## config.mk

```make
export PLATFORM = sky130hd
export DESIGN_NAME = shift_add_mul_ctrl
export DESIGN_NICKNAME = d
export VERILOG_FILES = /design/src/rtl/shift_add_mul_ctrl.sv
export SDC_FILE = /design/constraint.sdc
export NUM_CORES = 1
export LEC_CHECK = 0
export BUFFER_PORTS_ARGS = -buffer_cell sky130_fd_sc_hd__buf_2
export CORE_MARGIN = 3
export CORE_UTILIZATION = 35
export DETAILED_ROUTE_END_ITERATION = 8
export GPL_TIMING_DRIVEN = 1
export SLEW_MARGIN = 10
export SYNTH_ARGS = -nofsm -noshare
export SYNTH_HDL_FRONTEND = slang
export SYNTH_SLANG_ARGS = --single-unit
```

## constraint.sdc

```tcl
create_clock -name clk -period 5.5 [get_ports clk]
set_input_delay 0.55 -clock clk [delete_from_list [all_inputs] [get_ports clk]]
set_output_delay 0.55 -clock clk [all_outputs]
set_load 0.02 [all_outputs]
```

## src/rtl/shift_add_mul_ctrl.sv

```systemverilog
// Sequential unsigned multiplier: one add-and-shift step per clock through a
// block-carry adder. Result is {acc_hi, acc_lo} after bit_width iterations.

module fast_adder #(
  parameter int width        = 16,
  parameter int cascade_size = 4
) (
  input  logic [width-1:0] a_i,
  input  logic [width-1:0] b_i,
  input  logic             cin_i,
  output logic [width-1:0] sum_o,
  output logic             cout_o
);
  localparam int NBLK = width / cascade_size;

  logic [NBLK:0] carry;

  assign carry[0] = cin_i;

  for (genvar g = 0; g < NBLK; g++) begin : g_blk
    assign {carry[g+1], sum_o[g*cascade_size +: cascade_size]} =
        {1'b0, a_i[g*cascade_size +: cascade_size]} +
        {1'b0, b_i[g*cascade_size +: cascade_size]} +
        {{cascade_size{1'b0}}, carry[g]};
  end

  assign cout_o = carry[NBLK];
endmodule

module shift_add_mul_ctrl #(
  parameter int bit_width    = 16,
  parameter int cascade_size = 4,
  localparam int IW          = $clog2(bit_width + 1)
) (
  input  logic                     clk,
  input  logic                     rst_n,
  input  logic                     req_valid,
  output logic                     req_ready,
  input  logic [bit_width-1:0]     op_a,
  input  logic [bit_width-1:0]     op_b,
  input  logic                     abort,
  output logic                     resp_valid,
  input  logic                     resp_ready,
  output logic [2*bit_width-1:0]   product,
  output logic                     busy,
  output logic [IW-1:0]            iter
);
  typedef enum logic [1:0] {IDLE, RUN, DONE} state_t;

  // Handshake: a transfer happens on a rising edge where valid and ready are
  // both high; ready/valid outputs are flops, never decoded from inputs.
  state_t                 state_q;
  logic [bit_width-1:0]   mcand_q;
  logic [bit_width-1:0]   acc_hi_q;
  logic [bit_width-1:0]   acc_lo_q;
  logic [IW-1:0]          iter_q;
  logic                   req_ready_q;
  logic                   resp_valid_q;
  logic                   busy_q;

  logic [bit_width-1:0]   addend;
  logic [bit_width-1:0]   sum_d;
  logic                   cout_d;

  assign addend = acc_lo_q[0] ? mcand_q : '0;

  fast_adder #(
    .width        (bit_width),
    .cascade_size (cascade_size)
  ) u_adder (
    .a_i    (acc_hi_q),
    .b_i    (addend),
    .cin_i  (1'b0),
    .sum_o  (sum_d),
    .cout_o (cout_d)
  );

  always_ff @(posedge clk or negedge rst_n) begin
    if (!rst_n) begin
      state_q      <= IDLE;
      mcand_q      <= '0;
      acc_hi_q     <= '0;
      acc_lo_q     <= '0;
      iter_q       <= '0;
      req_ready_q  <= 1'b1;
      resp_valid_q <= 1'b0;
      busy_q       <= 1'b0;
    end else begin
      case (state_q)
        IDLE: begin
          if (req_valid) begin
            mcand_q     <= op_a;
            acc_hi_q    <= '0;
            acc_lo_q    <= op_b;
            iter_q      <= '0;
            state_q     <= RUN;
            req_ready_q <= 1'b0;
            busy_q      <= 1'b1;
          end
        end
        RUN: begin
          if (abort) begin
            mcand_q     <= '0;
            acc_hi_q    <= '0;
            acc_lo_q    <= '0;
            iter_q      <= '0;
            state_q     <= IDLE;
            req_ready_q <= 1'b1;
            busy_q      <= 1'b0;
          end else begin
            // The carry-out lands in the top bit, so the shifted result is exact.
            acc_hi_q <= {cout_d, sum_d[bit_width-1:1]};
            acc_lo_q <= {sum_d[0], acc_lo_q[bit_width-1:1]};
            iter_q   <= iter_q + IW'(1);
            if (iter_q == IW'(bit_width - 1)) begin
              state_q      <= DONE;
              resp_valid_q <= 1'b1;
            end
          end
        end
        DONE: begin
          if (resp_ready || abort) begin
            iter_q       <= '0;
            state_q      <= IDLE;
            resp_valid_q <= 1'b0;
            req_ready_q  <= 1'b1;
            busy_q       <= 1'b0;
          end
        end
        default: begin
          state_q      <= IDLE;
          req_ready_q  <= 1'b1;
          resp_valid_q <= 1'b0;
          busy_q       <= 1'b0;
        end
      endcase
    end
  end

  assign req_ready  = req_ready_q;
  assign resp_valid = resp_valid_q;
  assign busy       = busy_q;
  assign iter       = iter_q;
  assign product    = {acc_hi_q, acc_lo_q};
endmodule

```

Word-level counts from Yosys, hierarchy flattened
Cells that the tools add are included.
{"block": "totals", "regBits": 58, "latch_bits": 0, "ramBits": 0, "mem_bits_ro": 0, "input_bits": 37, "output_inout_bits": 40, "memories": 0}
{"block": "op_classes", "add_sub_neg": 8, "n_mul": 0, "div_mod_pow": 0, "n_lt_le_gt_ge": 0, "n_eq_ne": 9, "shifts": 0, "mux": 30, "bitwise": 1, "reduce_logical": 10}
{"operator": "$mux W16", "n": 7}
{"operator": "$pmux W16 S2", "n": 3}
{"operator": "$add A4 B4 Y5", "n": 4}
{"operator": "$add A5 B1 Y5", "n": 3}
{"operator": "$mux W5", "n": 3}
{"operator": "$pmux W5 S3", "n": 1}
{"operator": "$reduce_and A3 Y1", "n": 4}
{"operator": "$ne A2 B2 Y1 const B", "n": 5}
{"operator": "$pmux W1 S3", "n": 3}
{"operator": "$mux W1", "n": 8}
{"operator": "$mux W2", "n": 4}
{"operator": "$pmux W2 S3", "n": 1}
{"operator": "$add A5 B1 Y5 const B", "n": 1}
{"operator": "$eq A5 B4 Y1 const B", "n": 1}
{"operator": "$reduce_and A4 Y1", "n": 1}
{"operator": "$ne A3 B3 Y1 const B", "n": 1}
{"operator": "$reduce_bool A3 Y1", "n": 1}
{"operator": "$eq A2 B1 Y1 const B", "n": 1}
{"operator": "$eq A2 B2 Y1 const B", "n": 1}
{"operator": "$logic_not A2 Y1", "n": 1}
{"operator": "$reduce_and A2 Y1", "n": 1}
{"operator": "$reduce_bool A2 Y1", "n": 1}
{"operator": "$logic_or A1 B1 Y1", "n": 1}
{"operator": "$not A1 Y1", "n": 1}

Longest topological paths before layout
Gate-level depths: netlist of run 1.
{"block": "logic_depth", "word_depth": 7, "ltp_mapped": 23}

Cells and area by module
From an unflattened synthesis of run 1, not the netlist that was laid out.
{"block": "unflattened", "cells_unflattened": 287, "area_unflattened_um2": 3099.2}
{"mod": "shift_add_mul_ctrl", "n_inst": 1, "cells_each": 228, "area_each_um2": 2552.4, "seq_area_each_um2": 1452.6}
{"mod": "fast_adder", "n_inst": 1, "cells_each": 59, "area_each_um2": 546.8, "seq_area_each_um2": 0.0}

Least setup slack after synthesis of run 1
OpenSTA, ideal clock, no wires.
{"block": "synth_timing", "path_type": "reg-to-reg", "from": "register acc_lo_q[0]", "to": "register acc_hi_q[12]", "setup_ns": 0.121, "arrival_time_ns": 4.578, "required_ns": 5.379, "path_slack_ns": 0.801, "stages_incl_launch_ff": 21, "cell_sequence": "dfrtp_1 clkbuf_1 nand2_1 fa_1 inv_1 a21o_1 a21oi_1 fa_1 fa_1 inv_1 a21o_1 a21oi_1 fa_1 fa_1 inv_1 a21o_1 a21oi_1 fa_1 inv_1 fa_1 a22o_1"}
{"block": "synth_via", "elab_chain_cells": 7, "word_cells_on_any_way": 10, "classes_between": "7 x add/sub; 3 x mux"}
{"element": "start, declared", "line_no": "55", "rtl": "logic [bit_width-1:0] acc_lo_q;"}
{"element": "start signal, assigned", "line_no": "94", "rtl": "acc_lo_q <= op_b;"}
{"element": "start signal, assigned", "line_no": "113", "rtl": "acc_lo_q <= {sum_d[0], acc_lo_q[bit_width-1:1]};"}
{"element": "$mux W16 (*)", "line_no": "65", "rtl": "assign addend = acc_lo_q[0] ? mcand_q : '0;"}
{"element": "$add A4 B4 Y5", "line_no": "22", "rtl": "{1'b0, a_i[g*cascade_size +: cascade_size]} +"}
{"element": "$add A5 B1 Y5 (2 in a row)", "line_no": "23", "rtl": "{1'b0, b_i[g*cascade_size +: cascade_size]} +"}
{"element": "$add A5 B1 Y5 (*)", "line_no": "23"}
{"element": "$mux W16 (*)", "line_no": "102", "rtl": "if (abort) begin"}
{"element": "$pmux W16 S2 (*)", "line_no": "89", "rtl": "case (state_q)"}
{"element": "end signal, assigned", "line_no": "112", "rtl": "acc_hi_q <= {cout_d, sum_d[bit_width-1:1]};"}
{"element": "end, declared", "line_no": "54", "rtl": "logic [bit_width-1:0] acc_hi_q;"}
Every way passes the cells marked *; elsewhere a longest branch is shown, timed or not.
A chain may end at the register's enable or synchronous reset.

Worst setup path in the final report of run 1
Ends and elaborated chain as after synthesis.

==> results.toml, run 1 <==
[logic_synthesis]
async_reset_ff_share_pct = 100
yosysSeqAreaShare_pct = 48.4
yosysWarningCount = 0
yosysTopAreaCellShare_pct = 47.5
avgSynthCellArea_um2 = 10.5
synth_edf_count = 0
synthTopCellsByArea = "dfrtp_1 47%, nand2_1 7.5%, ha_1 6.2%, a22o_1 5.2%, fa_1 4.7%"
synth_cells = 285
synth_top_flop_cell = "dfrtp_1"
syn-cell-area_mm2 = 0.00300
yosysUniqueCellTypes = 35
synth_top_cell_by_area = "dfrtp_1"
ys_ff_latch = 58
synth_nets = 344

[finish]
layout-drive-gt1-share_pct = 29.4
n_fill_cell = 844
finalNetCount = 421
final_common_cell = "buf_2"
area_delta_synth_final_pct = 19.8
final_area_mm2 = 0.00360
seq_area_mm2 = 0.00145
multiInputGateArea_mm2 = 0.00138
diodes = 0
most-common-layout-cells = "76 x buf_2, 60 x nand2_1, 57 x dfrtp_1"

[detailed_routing]
wl_mm = 6.69
post_drt_wl_per_cell_um = 14.2
postRouteAntennaNets = 0
vias_per_cell = 4.89
dr_total_vias = 2309
drt_iter0_markers = 80
drc_errors = 0
firstDrtPassIters = 4

[min_path]
hp-class = "in2async"

[place]
place.gp.congestion = 0.767
placed_area_mm2 = 0.00343
dp_hpwl_mm = 4.72
portBuffers = 76

[global_route]
antenna_found_initial = 0
grt_usage_pct = 14.7
grt_pass1_wl_mm = 11.4
overflow = 0
grt_max_degree = 59
grt_pass1_vias = 2370

[floorplan]
io_pins = 77
core_mm2 = 0.00826
die_y_um = 98.6
dieArea_mm2 = 0.00973
initial_core_util_pct = 36.4
rows = 33
die_w_um = 98.6

[pwr]
ir_drop_v = 0.000108
clockPowerShare_pct = 30.7
cellPowerDensity_mw_per_mm2 = 304
switching_share_pct = 31.9
power.total_uw = 1090
pwr-share-comb_pct = 21.7
p_leak_uw = 0.00192
p_int_uw = 745
p_sw_uw = 350
power_frac_seq_pct = 47.6

[clock_tree]
h-tree-depth = 3
cts_buffer_depth = 2
cts_root_buf = "clkbuf_8"
cts_hold_buf = 0
cts_sinks = 58
post_cts_buffers = 0
path_clk_slew_ns = 0.06
clock_latency_ns = 0.33
cts_made_buffers = 9
cts_resized = 0
tritoncts = "yes"

[setup_path]
path_class = "reg2reg"
cp.required_ns = 5.73
start_kind = "flop"
end_kind = "flop"
rrSetupSlack_ns = 0.88
path_max_fanout = 17
r2r_cells = 20
cp.arrival_ns = 4.85

[timing]
finClkSkew_ns = 0.00672
max-slew-margin-rel_pct = 43.0
layout_min_cycle_time_ns = 4.62
rsz0062_at_grt = "no"
fin_tns_setup_ns = 0
worst_pin_slew_ns = 0.856
setup_viol = 0
post-route-period-util_pct = 84.1
report.final.hold_viol_count = 0
fmax_ghz = 0.216
final_max_slew_viol_count = 0

[outcome]
status = "completed"

[job]
maxCapViolCount = 0
worst max-delay path: stages (launching register included):
cell and delay [ns]:
dfrtp_1 0.33, buf_4 0.20, nand2_1 0.11, fa_1 0.43, inv_1 0.07, a21o_1 0.10, a21oi_1 0.07, fa_1 0.40
fa_1 0.41, inv_1 0.07, a21o_1 0.10, a21oi_1 0.07, fa_1 0.41, fa_1 0.41, inv_1 0.07, a21o_1 0.10
a21oi_1 0.07, fa_1 0.38, inv_1 0.09, fa_1 0.41, a22o_1 0.20
per-stage QoR:
step / hold WS (ns) / utilization, % / instances / worst slack (ns)
6_report: 0.350 / 43.6 / 472 / 0.876
3_3_place_gp: 0.448 / 41.6 / 456 / 0.966
5_1_grt: 0.422 / 43.6 / 472 / 0.546
3_5_place_dp: 0.457 / 41.6 / 456 / 0.839
2_1_floorplan: 0.254 / - / 285 / 0.801
4_1_cts: 0.391 / 43.6 / 472 / 0.844
sequential cells by signal, summed over array words and instances, names as in the netlist:
| signal | count |
|---|---|
| acc_hi_q | 16 |
| acc_lo_q | 16 |
| mcand_q | 16 |
| iter | 5 |
| state_q | 2 |
| busy | 1 |
| req_ready | 1 |
| resp_valid | 1 |
per-layer routing:
| layer | vias up | global-route usage (%) | share of wire (%) |
|---|---|---|---|
| li1 | 1134 | - | - |
| met1 | 1117 | 18.9 | 46 |
| met2 | 47 | 23.8 | 48 |
| met3 | 11 | 3.11 | 3.6 |
| met4 | 0 | 6.62 | 2.0 |
| met5 | - | 0 | 0 |
logic make-up (layout without fill, tap and decap cells):
family | after synthesis | after routing | synth area share (%)
adders and majority gates | 22 | 22 | 10.9
AOI/OAI and AO/OA | 82 | 82 | 19.3
buffers and inverters | 31 | 113 | 5.83
xor gates and xnor gates | 9 | 9 | 2.62
and+or+nand+nor | 83 | 83 | 13.0
DFF | 58 | 58 | 48.4
cells in the mapped netlist (4+ instances only):
| cell | n |
|---|---|
| buf_6 | 4 |
| ha_1 | 15 |
| a21oi_1 | 12 |
| o21ai_2 | 10 |
| a21o_1 | 7 |
| dfrtp_1 | 57 |
| xor2_1 | 5 |
| a22oi_1 | 15 |
| nand2_1 | 60 |
| buf_2 | 7 |
| inv_1 | 17 |
| and2_1 | 10 |
| a22o_1 | 18 |
| xnor2_1 | 4 |
| o21ai_0 | 15 |
| fa_1 | 7 |
final cells by class:
class | count | area share (%)
clock inverter | 3 | 0.417
timing repair buffer | 80 | 11.4
tap | 105 | 3.65
inverter | 17 | 1.77
sequential | 58 | 40.4
clock buffer | 13 | 4.14
multi-input combinational | 196 | 38.2
power by group through the flow:
stage / logic [µW] / registers (µW) / clock network (µW)
after global routing: 264 / 529 / 366
after CTS: 242 / 521 / 348
after floorplan: 127 / 557 / 0
after global placement: 238 / 528 / 0
after detailed placement: 242 / 527 / 0
final: 238 / 521 / 337
path summary, 6_finish.rpt:
kind | from | to
setup / recovery | acc_lo_q[0]$_DFFE_PN0P_ | acc_hi_q[12]$_DFFE_PN0P_
hold / removal | rst_n | mcand_q[3]$_DFFE_PN0P_
setup reg to reg | acc_lo_q[0]$_DFFE_PN0P_ | acc_hi_q[12]$_DFFE_PN0P_
hold reg to reg | req_ready$_DFFE_PN1P_ | req_ready$_DFFE_PN1P_
max in group asynchronous | rst_n | mcand_q[14]$_DFFE_PN0P_
min in group clk | op_b[12] | acc_lo_q[12]$_DFFE_PN0P_
No activity file was read; power rests on OpenSTA's default activity.
==> run 2: changes to the inputs <==
- clock period: 5.5 -> 4.4 ns (I/O delays scaled with it)
==> results.toml, run 2 (synthesis results as in run 1) <==
[setup_path]
worstSetupStartpoint = "acc_lo_q[0]$_DFFE_PN0P_"
start_kind = "flop"
cp.required_ns = 4.63
cp_top_family = "adder cells"
cp.arrival_ns = 4.52
path_buf_inv = 5
path_common_cell = "fa_2"
max_stage_delay_ns = 0.40
rrSetupSlack_ns = 0.11
path_class = "reg2reg"
end_kind = "flop"
crit_chain = "and2_4 > ha_2 > inv_1 > fa_2 > inv_1 > a21o_1 > a21oi_2 > fa_2 > fa_2 > inv_1 > a21o_1 > a21oi_1 > fa_2 > fa_2 > inv_1 > a21o_1 > a21oi_2 > fa_2 > inv_1 > fa_1 > a22o_1"
path_max_fanout = 2
slowest_stage = "fa_1"
reg2reg_to = "acc_hi_q[12]$_DFFE_PN0P_"
r2r_cells = 21
r2r_start = "acc_lo_q[0]$_DFFE_PN0P_"

[timing]
final_max_slew_viol_count = 0
setup_viol = 0
report.final.hold_viol_count = 0
max-slew-margin-rel_pct = 42.4
post-route-period-util_pct = 97.5
worst_pin_slew_ns = 0.864
fin_tns_setup_ns = 0
hold_ws_ns = 0.246
rsz0062_at_grt = "yes"
finClkSkew_ns = 0.0124
fmax_ghz = 0.233
layout_min_cycle_time_ns = 4.29

[detailed_routing]
vias_per_cell = 4.91
dr_total_vias = 2326
drt_iter0_markers = 86
firstDrtPassIters = 4
wl_mm = 6.68
drc_errors = 0
postRouteAntennaNets = 0
post_drt_wl_per_cell_um = 14.1

[clock_tree]
post_cts_buffers = 0
path_clk_slew_ns = 0.07
cts_buffer_depth = 2
cts_made_buffers = 9
h-tree-depth = 3
cts_root_buf = "clkbuf_8"
cts_sinks = 58
clock_latency_ns = 0.34
tritoncts = "yes"
cts_hold_buf = 0

[floorplan]
die_w_um = 98.6
rows = 33
core_mm2 = 0.00826
die_y_um = 98.6
io_pins = 77
initial_core_util_pct = 36.4
dieArea_mm2 = 0.00973

[pwr]
p_leak_uw = 0.00194
cellPowerDensity_mw_per_mm2 = 379
ir_drop_v = 0.000140

[finish]
diodes = 0
finalNetCount = 423
final_common_cell = "buf_2"
layout-drive-gt1-share_pct = 33.1
top_regs = "acc_hi_q x16, acc_lo_q x16, mcand_q x16"
most-common-layout-cells = "76 x buf_2, 60 x nand2_1, 56 x dfrtp_1"
area_delta_synth_final_pct = 21.6
fin_cells = 474
postLayoutCoreUtil_pct = 44.2
final_area_mm2 = 0.00365

[place]
dp_hpwl_mm = 4.73
place.gp.congestion = 0.745
place_inst = 458
placed_area_mm2 = 0.00346
portBuffers = 76

[global_route]
overflow = 0
grt_max_degree = 59
antenna_found_initial = 0
grt_pass1_vias = 2241
grt_pass1_wl_mm = 11.1
grt_usage_pct = 14.3

[outcome]
status = "completed"

[min_path]
hp-class = "in2async"

[job]
maxCapViolCount = 0
==> run 2: worst max-delay path by stage <==
stage / to / slack, ns / depth (start not counted)
finish: acc_hi_q[12]$_DFFE_PN0P_ / 0.11 / 21
global placement: acc_hi_q[12]$_DFFE_PN0P_ / 0.03 / 21
global route: acc_hi_q[12]$_DFFE_PN0P_ / -0.12 / 21
floorplan: acc_hi_q[12]$_DFFE_PN0P_ / 0.007 / 21
CTS: acc_hi_q[12]$_DFFE_PN0P_ / 0.005 / 21
detailed placement: acc_hi_q[12]$_DFFE_PN0P_ / -0.03 / 21
==> run 2: cell type report <==
cell class                 instances  area (µm²)
clock buffer                      13         159
inverter                          17        63.8
clock inverter                     3        15.0
multi-input combinational        196        1400
tap                              105         131
sequential                        58        1450
timing repair buffer              82         425
fill                             838        4610
==> run 2: routing by layer <==
layer / vias to the layer above / wire length, µm / global-route usage, %
li1: 1141 / - / -
met1: 1125 / 3020 / 18.9
met2: 48 / 3200 / 22.6
met3: 12 / 329 / 3.40
met4: 0 / 125 / 6.30
met5: - / 0 / 0
==> run 2: per-stage QoR <==
step                setup WS (ns)  power (µW)
floorplan                 0.00668         857
detailed placement        -0.0314         965
global route               -0.116        1470
finish                      0.110        1390
CTS                       0.00476        1410
global placement           0.0341         960
==> run 2: repair_timing <==
action	CTS	global route
gates resized for setup	1	6
endpoints found under the setup margin	2	4
endpoints found under the hold margin	0	0
==> run 2: power breakdown <==
part           leakage, µW  switching [µW]  total (µW)  internal, µW
Combinational      0.00108             183         301           118
Sequential        0.000762            51.6         652           600
Clock            0.0000932             200         432           232
Total              0.00194             435        1390           950
